`src/rtl/fetch_pkg.sv`:
```
// Shared types and constants for the instruction fetch front end.
package fetch_pkg;

    localparam int INSN_BYTES    = 4;
    localparam int PC_ALIGN_BITS = 2;

    typedef struct packed {
        logic [31:0] pc;
        logic [31:0] insn;
    } fetch_entry_t;

endpackage

```
`src/rtl/fetch_fifo.sv`:
```
// Synchronous fetch buffer; flush drops all entries but a same-cycle pop still completes.
module fetch_fifo #(
    parameter int DATA_W     = 64,
    parameter int FIFO_DEPTH = 2
) (
    input  logic                            clk,
    input  logic                            rst_n,
    input  logic                            push_i,
    input  logic                            pop_i,
    input  logic                            flush_i,
    input  logic [DATA_W-1:0]               data_i,
    output logic                            full_o,
    output logic [$clog2(FIFO_DEPTH):0]     count_o,
    output logic [DATA_W-1:0]               head_o
);

    localparam int PTR_W = $clog2(FIFO_DEPTH);
    localparam int CNT_W = PTR_W + 1;

    logic [DATA_W-1:0] mem_q [FIFO_DEPTH];
    logic [PTR_W-1:0]  wr_q, wr_d;
    logic [PTR_W-1:0]  rd_q, rd_d;
    logic [CNT_W-1:0]  count_q, count_d;
    logic              do_push;

    assign do_push = push_i && !flush_i;
    assign full_o  = (count_q == CNT_W'(FIFO_DEPTH));
    assign count_o = count_q;
    assign head_o  = mem_q[rd_q];

    always_comb begin
        wr_d    = wr_q;
        rd_d    = rd_q;
        count_d = count_q;
        if (flush_i) begin
            // Pointers re-align to zero; the popped head needs no bookkeeping.
            wr_d    = '0;
            rd_d    = '0;
            count_d = '0;
        end else begin
            if (do_push) wr_d = wr_q + PTR_W'(1);
            if (pop_i)   rd_d = rd_q + PTR_W'(1);
            if (do_push && !pop_i)      count_d = count_q + CNT_W'(1);
            else if (pop_i && !do_push) count_d = count_q - CNT_W'(1);
        end
    end

    always_ff @(posedge clk or negedge rst_n) begin
        if (!rst_n) begin
            wr_q    <= '0;
            rd_q    <= '0;
            count_q <= '0;
            for (int i = 0; i < FIFO_DEPTH; i++) mem_q[i] <= '0;
        end else begin
            wr_q    <= wr_d;
            rd_q    <= rd_d;
            count_q <= count_d;
            if (do_push) mem_q[wr_q] <= data_i;
        end
    end

endmodule

```
`src/rtl/insn_fetch.sv`:
```
// Fetch PC and redirect control; captures {pc, insn} from a combinational memory into the fetch buffer.
module insn_fetch
    import fetch_pkg::*;
#(
    parameter int                    ADDR_WIDTH = 32,
    parameter int                    INSN_WIDTH = 32,
    parameter logic [ADDR_WIDTH-1:0] RESET_PC   = '0,
    parameter int                    FIFO_DEPTH = 2
) (
    input  logic                  clk,
    input  logic                  rst_n,
    output logic [ADDR_WIDTH-1:0] read_address,
    input  logic [INSN_WIDTH-1:0] insn,
    input  logic                  fetch_en,
    input  logic                  redirect_valid,
    input  logic [ADDR_WIDTH-1:0] redirect_pc,
    output logic                  out_valid,
    input  logic                  out_ready,
    output logic [INSN_WIDTH-1:0] out_insn,
    output logic [ADDR_WIDTH-1:0] out_pc
);

    localparam int ENTRY_W = ADDR_WIDTH + INSN_WIDTH;

    logic [ADDR_WIDTH-1:0]         fpc_q, fpc_d;
    logic                          pop, push;
    logic                          fifo_full;
    logic [$clog2(FIFO_DEPTH):0]   fifo_count;
    logic [ENTRY_W-1:0]            fifo_head;

    assign read_address = fpc_q;
    assign out_valid    = (fifo_count != '0);
    assign pop          = out_valid && out_ready;
    // A full buffer still accepts a push when the head leaves in the same cycle.
    assign push         = fetch_en && !redirect_valid && (!fifo_full || pop);
    assign out_pc       = fifo_head[ENTRY_W-1:INSN_WIDTH];
    assign out_insn     = fifo_head[INSN_WIDTH-1:0];

    always_comb begin
        fpc_d = fpc_q;
        if (redirect_valid)
            fpc_d = {redirect_pc[ADDR_WIDTH-1:PC_ALIGN_BITS], {PC_ALIGN_BITS{1'b0}}};
        else if (push)
            fpc_d = fpc_q + ADDR_WIDTH'(INSN_BYTES);
    end

    always_ff @(posedge clk or negedge rst_n) begin
        if (!rst_n) fpc_q <= RESET_PC;
        else        fpc_q <= fpc_d;
    end

    fetch_fifo #(
        .DATA_W     (ENTRY_W),
        .FIFO_DEPTH (FIFO_DEPTH)
    ) u_fifo (
        .clk     (clk),
        .rst_n   (rst_n),
        .push_i  (push),
        .pop_i   (pop),
        .flush_i (redirect_valid),
        .data_i  ({fpc_q, insn}),
        .full_o  (fifo_full),
        .count_o (fifo_count),
        .head_o  (fifo_head)
    );

endmodule
```
`config.mk`:
```
export PLATFORM = sky130hd
export DESIGN_NAME = insn_fetch
export DESIGN_NICKNAME = d
export VERILOG_FILES = /design/src/rtl/fetch_pkg.sv /design/src/rtl/fetch_fifo.sv /design/src/rtl/insn_fetch.sv
export SDC_FILE = /design/constraint.sdc
export NUM_CORES = 1
export LEC_CHECK = 0
export BUFFER_PORTS_ARGS = -buffer_cell sky130_fd_sc_hd__buf_4
export CORE_ASPECT_RATIO = 0.9
export CORE_UTILIZATION = 40
export DETAILED_ROUTE_END_ITERATION = 16
export GPL_ROUTABILITY_DRIVEN = 0
export SLEW_MARGIN = 20
export SYNTH_ARGS = -nofsm -noshare
export SYNTH_HDL_FRONTEND = slang
export SYNTH_HIERARCHICAL = 1
export SYNTH_SLANG_ARGS = --single-unit
```
`constraint.sdc`:
```
create_clock -name clk -period 2.3 [get_ports clk]
set_input_delay 0.46 -clock clk [delete_from_list [all_inputs] [get_ports clk]]
set_output_delay 0.46 -clock clk [all_outputs]
set_load 0.005 [all_outputs]
```
* Word-level counts from Yosys, hierarchy flattened *
Index checks and enable logic that the tools add are counted.

word-level totals
  bits in registers = 164
  output and inout bits = 97

cells by class
  $add $sub $neg = 5
  order comparisons = 3
  eq/ne operators = 1
  multiplexer cells = 15
  bitwise operators = 2
  reduce and logical (&&, ||, !) cells = 17

operator list
  cell                                                                  number
  64-bit two-way mux                                                    4
  128-bit bitwise mux                                                   1
  64-bit demux with 1-bit select                                        1
  32-bit two-way mux                                                    2
  32-bit by 3-bit adder with 32-bit output, second input constant       1
  2-bit nonzero test                                                    4
  1-bit logical AND                                                     7
  2-bit two-way mux                                                     3
  2-bit >= comparator, second input constant                            2
  1-bit zero test                                                       4
  1-bit two-way mux                                                     4
  1-bit inverter with 2-bit output                                      2
  3-bit nonzero test                                                    1
  1-bit adder, second input constant                                    2
  2-bit by 1-bit adder with 2-bit output, second input constant         1
  2-bit equality test, second input constant                            1
  2-bit by 1-bit < comparator with 1-bit output, second input constant  1
  2-bit by 1-bit subtractor with 2-bit output, second input constant    1
  1-bit logical OR                                                      1

* Depth between registers and ports, before layout *
  word-level depth = 10
  depth in mapped cells = 8
  depth with buffers taken out = 7

* Modules after synthesis *
Netlist, hierarchy kept.

modules (own cells, without submodules)
  module      times used  cells an instance  area each (um^2)  sequential area each (um^2)
  fetch_fifo  1           361                6043.3            3303.2
  insn_fetch  1           201                1774.2            750.7

* Least setup slack after synthesis *
Ideal clock, no wire load.

  path kind = input to register
  from = in out_ready
  to = reg u_fifo/mem_q[100] in the netlist's numbering
  setup time = 0.125 ns
  data arrival time = 1.996 ns
  data required time = 2.175 ns
  setup slack = 0.179 ns
  stages = 7
  path buffers = 2
  cells stage by stage = o21a_1 o21ai_0 nor2_1 nor3b_2 buf_6 buf_12 mux2_4

on the way
  word-level cells in the longest chain between the ends = 4

RTL lines
  what                           line              text
  start, declared                insn_fetch.sv:18  input logic out_ready,
  1-bit logical AND              insn_fetch.sv:33  assign pop = out_valid && out_ready;
  1-bit logical OR               insn_fetch.sv:35  assign push = fetch_en && !redirect_valid && (!fifo_full || pop);
  1-bit logical AND              insn_fetch.sv:35
  named net push                 insn_fetch.sv:26  logic pop, push;
  1-bit logical AND              fetch_fifo.sv:26  assign do_push = push_i && !flush_i;
  end signal, assigned by index  fetch_fifo.sv:58  if (do_push) mem_q[wr_q] <= data_i;
  end, declared                  fetch_fifo.sv:20  logic [DATA_W-1:0] mem_q [FIFO_DEPTH];

The timed path passes the listed nets, and every way through them passes these cells.
A chain may end at the register's enable or synchronous reset.

* Worst setup path after layout *
  from = reg u_fifo.rd_q
  to = out out_pc[12]

on the way
  word-level cells in the longest chain between the ends = 4

RTL lines
  what                                                    line              text
  start, declared                                         fetch_fifo.sv:22  logic [PTR_W-1:0] rd_q, rd_d;
  start signal, assigned                                  fetch_fifo.sv:56  rd_q <= rd_d;
  1-bit inverter with 2-bit output (not written as such)  fetch_fifo.sv:29  assign head_o = mem_q[rd_q];
  64-bit two-way mux (not written as such) (3 in series)  fetch_fifo.sv:29
  end, declared                                           insn_fetch.sv:20  output logic [ADDR_WIDTH-1:0] out_pc

Every way passes these cells. The select of a mux whose other input is x is not followed.

==> summary by stage <==
Outcome
The run finished with clean final reports.

STA
The post-route worst hold slack is 10.1 ps. Across all setup checks in the final design, the least slack found is ~110 ps. Dividing the final minimum period by the clock period gives 0.951. At the pin with the least slew margin, the transition time is 544 ps. The final worst clock skew is between 10 and 15 ps.

The max-slew violation total from the final report is 0. The shortest period the worst path allows is between 2000 and 2500 ps. The worst pin sits at a relative slew slack of 0.637.

Setup repair after global routing left no endpoint under its margin. The setup-violating endpoint count in the final report is 0. Static timing analysis puts the maximum clock frequency at 457 MHz. The aggregate negative setup slack is 0 ps.

The final-report hold violation count is 0.

Placement
The detailed-placement wirelength estimate is 12.1 mm. The cell count after placement is 972. The count of input and output buffers is 161. The placement-stage worst setup slack is 121 ps. Summing all placed instances gives a cell area of 9390 um2.

Finish
Summing all non-filler instances in the final layout gives an area of 10000 um2. Summing all flip-flop and latch instances after layout gives 4060 um2. Of the cells placed in the final design, the portion with a size suffix greater than 1 is 0.561. The multi-input combinational cells in the finished layout cover a total of 3470 um2. The utilization after layout is 0.523. The count of cells in the finished layout, fillers not included, comes to 1007.

In the layout the commonest cells are sky130_fd_sc_hd__buf_4 (178), sky130_fd_sc_hd__dfrtp_1 (160), sky130_fd_sc_hd__mux2_2 (133), sky130_fd_sc_hd__mux2_4 (60), sky130_fd_sc_hd__nand2_1 (35). The commonest non-fill, non-tap cell in the layout is sky130_fd_sc_hd__buf_4. The total inserted antenna cells is 0. The count of fill cells added during filler insertion is 1643. The relative area change from synthesis to final layout is 28.3%.

The final layout contains 815 nets.

Synth
The share of flip-flops with an asynchronous set or reset is 1.00. The most frequently used flop master after synthesis is sky130_fd_sc_hd__dfrtp_1. The cell type with the largest total area after synthesis is sky130_fd_sc_hd__dfrtp_1.

A synthesized cell averages 13.9 um2. The synthesized netlist occupies a cell area of 7820 um2. The cell count after synthesis is 562. Of the synthesized area, sequential elements account for 0.519. The number of unique standard cell types used by synthesis is 49. Yosys printed 6 warnings. Of the post-synthesis cell area, the dominant cell type holds 0.519. By area the synthesized netlist is led by sky130_fd_sc_hd__dfrtp_1 (52%), sky130_fd_sc_hd__mux2_2 (19%), sky130_fd_sc_hd__mux2_4 (12%).

The number of flops mapped to enable cells by yosys is 0. The synthesized design contains 162 register bits.

GRT
The total congestion overflow is 0. The wire length of the first global-routing pass is 28.8 mm. After global routing, the most crowded layer is met2. In the global route stage, overall resource usage came out at 0.186.

The met3 routing resource usage after global routing is 0.0652. The number of antenna violations at the first check in global routing was 0. The number of global-route vias before repair came to 5407. The routing usage on met2 is 0.298. For met1 alone, demand over resource in global routing was 0.240.

Entering global routing, the biggest net connects 57 pins.

Critical path
The worst register-to-register path ends at u_fifo/mem_q[121]. The kind of cell with the highest combined delay along the critical path is buffers and inverters. STA puts the critical path data required time at 1840 ps.

Counting both buffers and inverters, the worst setup path holds a total of 2. The most critical setup path has its endpoint at out_pc[12]. The cell with the largest stage delay on the worst path is sky130_fd_sc_hd__mux2_2. By instance count, the cell type seen most on the critical path is sky130_fd_sc_hd__buf_4.

STA classifies the critical path endpoint as a primary output. The critical path goes through buf_4 > mux2_2 > buf_4. The startpoint of the worst-slack reg-to-reg timing path is u_fifo/count_o[1]. The largest incremental delay on the critical path is 410 ps. The count of cells along the worst register-to-register path is 8. The worst register-to-register path has a setup slack of 170 ps. By startpoint and endpoint, the worst setup path is classified as reg2out. The instance count on the critical path is 3. The first element of the critical path is u_fifo/rd_q. The largest fanout of any net on the critical path is 27.

The critical path launch point type is a register. The data arrival at the endpoint of the critical path is 1730 ps.

Route
The detail-routed via count per cell is 4.96. The total via count in the routed design is 4995. The detailed-route DRC error count is 0.

The final wirelength is 18.1 mm. The starting DRC count in detailed routing is 189. Dividing the detail-routed wire length by the instance count gives 17.9 um.

In this run the remaining antenna-violating nets after routing total 0. The count of TritonRoute iterations in the first routing pass is 4.

Clock tree
The number of buffers created by CTS is 17. The maximum clock path buffer count is 2. The clock latency on the worst-skew pair is 420 ps. The hold buffer count at cts is 0. The register clock-pin slew on the reported worst setup and hold paths is 60 ps. The clock tree from TritonCTS is built.

The cell sitting at the root of the clock tree is a sky130_fd_sc_hd__clkbuf_16. CTS saw 162 sinks. The deepest level of the CTS H-tree is 4.

Power
For this design the static power due to leakage is 4.62 nW. Dividing total power by cell area gives a power density of 1010 nW/um2. VDD sags by at most roughly 0.48 mV.

After layout, the design draws a total of 10.1 mW.

Worst hold path
The path class of the tightest hold or removal check is in2async.

Floorplan
The initial core utilization is 0.408. In this run the horizontal extent of the chip is approximately 150 um. The number of core rows is 48. Measured along the y axis, the die boundary spans 135 um. In this run the count of I/O pins placed on the die edge is 166. The standard cell core area is 19200 um2. The die area is between 20000 and 25000 um2.

Flow run
The tool flagged a number of max-cap violations equal to 0.
-- synthesized netlist by cell type (2+ instances only) --
cell type and instances:
sky130_fd_sc_hd__a31oi_1 2, sky130_fd_sc_hd__and4_2 2, sky130_fd_sc_hd__and3_1 4, sky130_fd_sc_hd__mux2_2 133
sky130_fd_sc_hd__mux2_4 60, sky130_fd_sc_hd__nor3_1 6, sky130_fd_sc_hd__clkbuf_1 6, sky130_fd_sc_hd__o21ai_0 29
sky130_fd_sc_hd__nand3_1 11, sky130_fd_sc_hd__buf_12 6, sky130_fd_sc_hd__dfrtp_1 162, sky130_fd_sc_hd__buf_4 3
sky130_fd_sc_hd__or3_1 3, sky130_fd_sc_hd__xnor2_1 15, sky130_fd_sc_hd__nor2_1 12, sky130_fd_sc_hd__nand4_1 10
sky130_fd_sc_hd__inv_1 4, sky130_fd_sc_hd__nor2b_1 2, sky130_fd_sc_hd__nand2_1 35, sky130_fd_sc_hd__buf_6 7
sky130_fd_sc_hd__nor3b_1 2, sky130_fd_sc_hd__xor2_1 14, sky130_fd_sc_hd__buf_2 8
-- worst register-to-register path, cell delays in order (launching register included) --
cell and delay [ps]:
sky130_fd_sc_hd__dfrtp_2 440, sky130_fd_sc_hd__nor2b_1 150, sky130_fd_sc_hd__inv_1 100, sky130_fd_sc_hd__o21ai_1 90
sky130_fd_sc_hd__nor2_1 190, sky130_fd_sc_hd__nor3b_4 290, sky130_fd_sc_hd__buf_12 260, sky130_fd_sc_hd__buf_12 200
sky130_fd_sc_hd__mux2_4 320
-- metal layers --
layer | wire [um] | up-vias
li1 | - | 2357
met1 | 8340 | 2502
met2 | 8570 | 129
met3 | 1080 | 7
met4 | 87 | 0
met5 | 0 | -
-- sequential cells by signal, summed over array words and instances, names as in the netlist --
name and cells:
u_fifo/wr_q 1, u_fifo/mem_q 128, read_address 30, u_fifo/rd_q 1, u_fifo/count_o 2
-- area by class of cell --
type | instances | share of cell area
flip-flops and latches | 162 | 0.404
multi-input cells | 369 | 0.346
repair buffers | 191 | 0.159
clock buffers | 23 | 0.0467
well taps | 250 | 0.0312
clock inverters | 8 | 0.0105
inverters | 4 | 0.00150
-- kinds of logic (layout without fill, tap and decap cells) --
kind of cell    count (synthesis)  count (layout)  share of synthesized area
xor+xnor                       29              29                     0.0325
buf+inv                        36             226                     0.0410
mux                           194             194                      0.308
fa+ha+maj                       1               1                    0.00160
simple gates                  102             102                     0.0712
flops                         162             162                      0.519
compound gates                 37              37                     0.0266
other cells                     1               6                   0.000480
-- power breakdown --
| part | total (mW) | leakage [nW] | internal, mW | switching, mW |
|---|---|---|---|---|
| combinational | 3.10 | 2.36 | 2.06 | 1.04 |
| clock | 2.77 | 0.269 | 1.65 | 1.12 |
| sequential | 4.21 | 2.00 | 3.71 | 0.505 |
-- how the worst min path moves through the flow --
stage | endpoint | slack (ps) | startpoint
detailed placement | u_fifo/mem_q[80] | 470 | rst_n
global route | u_fifo/mem_q[80] | 20 | rst_n
floorplan | read_address[10] | 160 | rst_n
finish | u_fifo/mem_q[80] | 10 | rst_n
global placement | u_fifo/mem_q[16] | 460 | rst_n
CTS | u_fifo/mem_q[35] | 10 | rst_n
-- what timing repair did --
item	4_1_cts	5_1_grt
setup endpoints to repair	0	68
buffers inserted	0	2
resized for setup	0	2
Note: power is estimated with default switching activity, not from simulation.
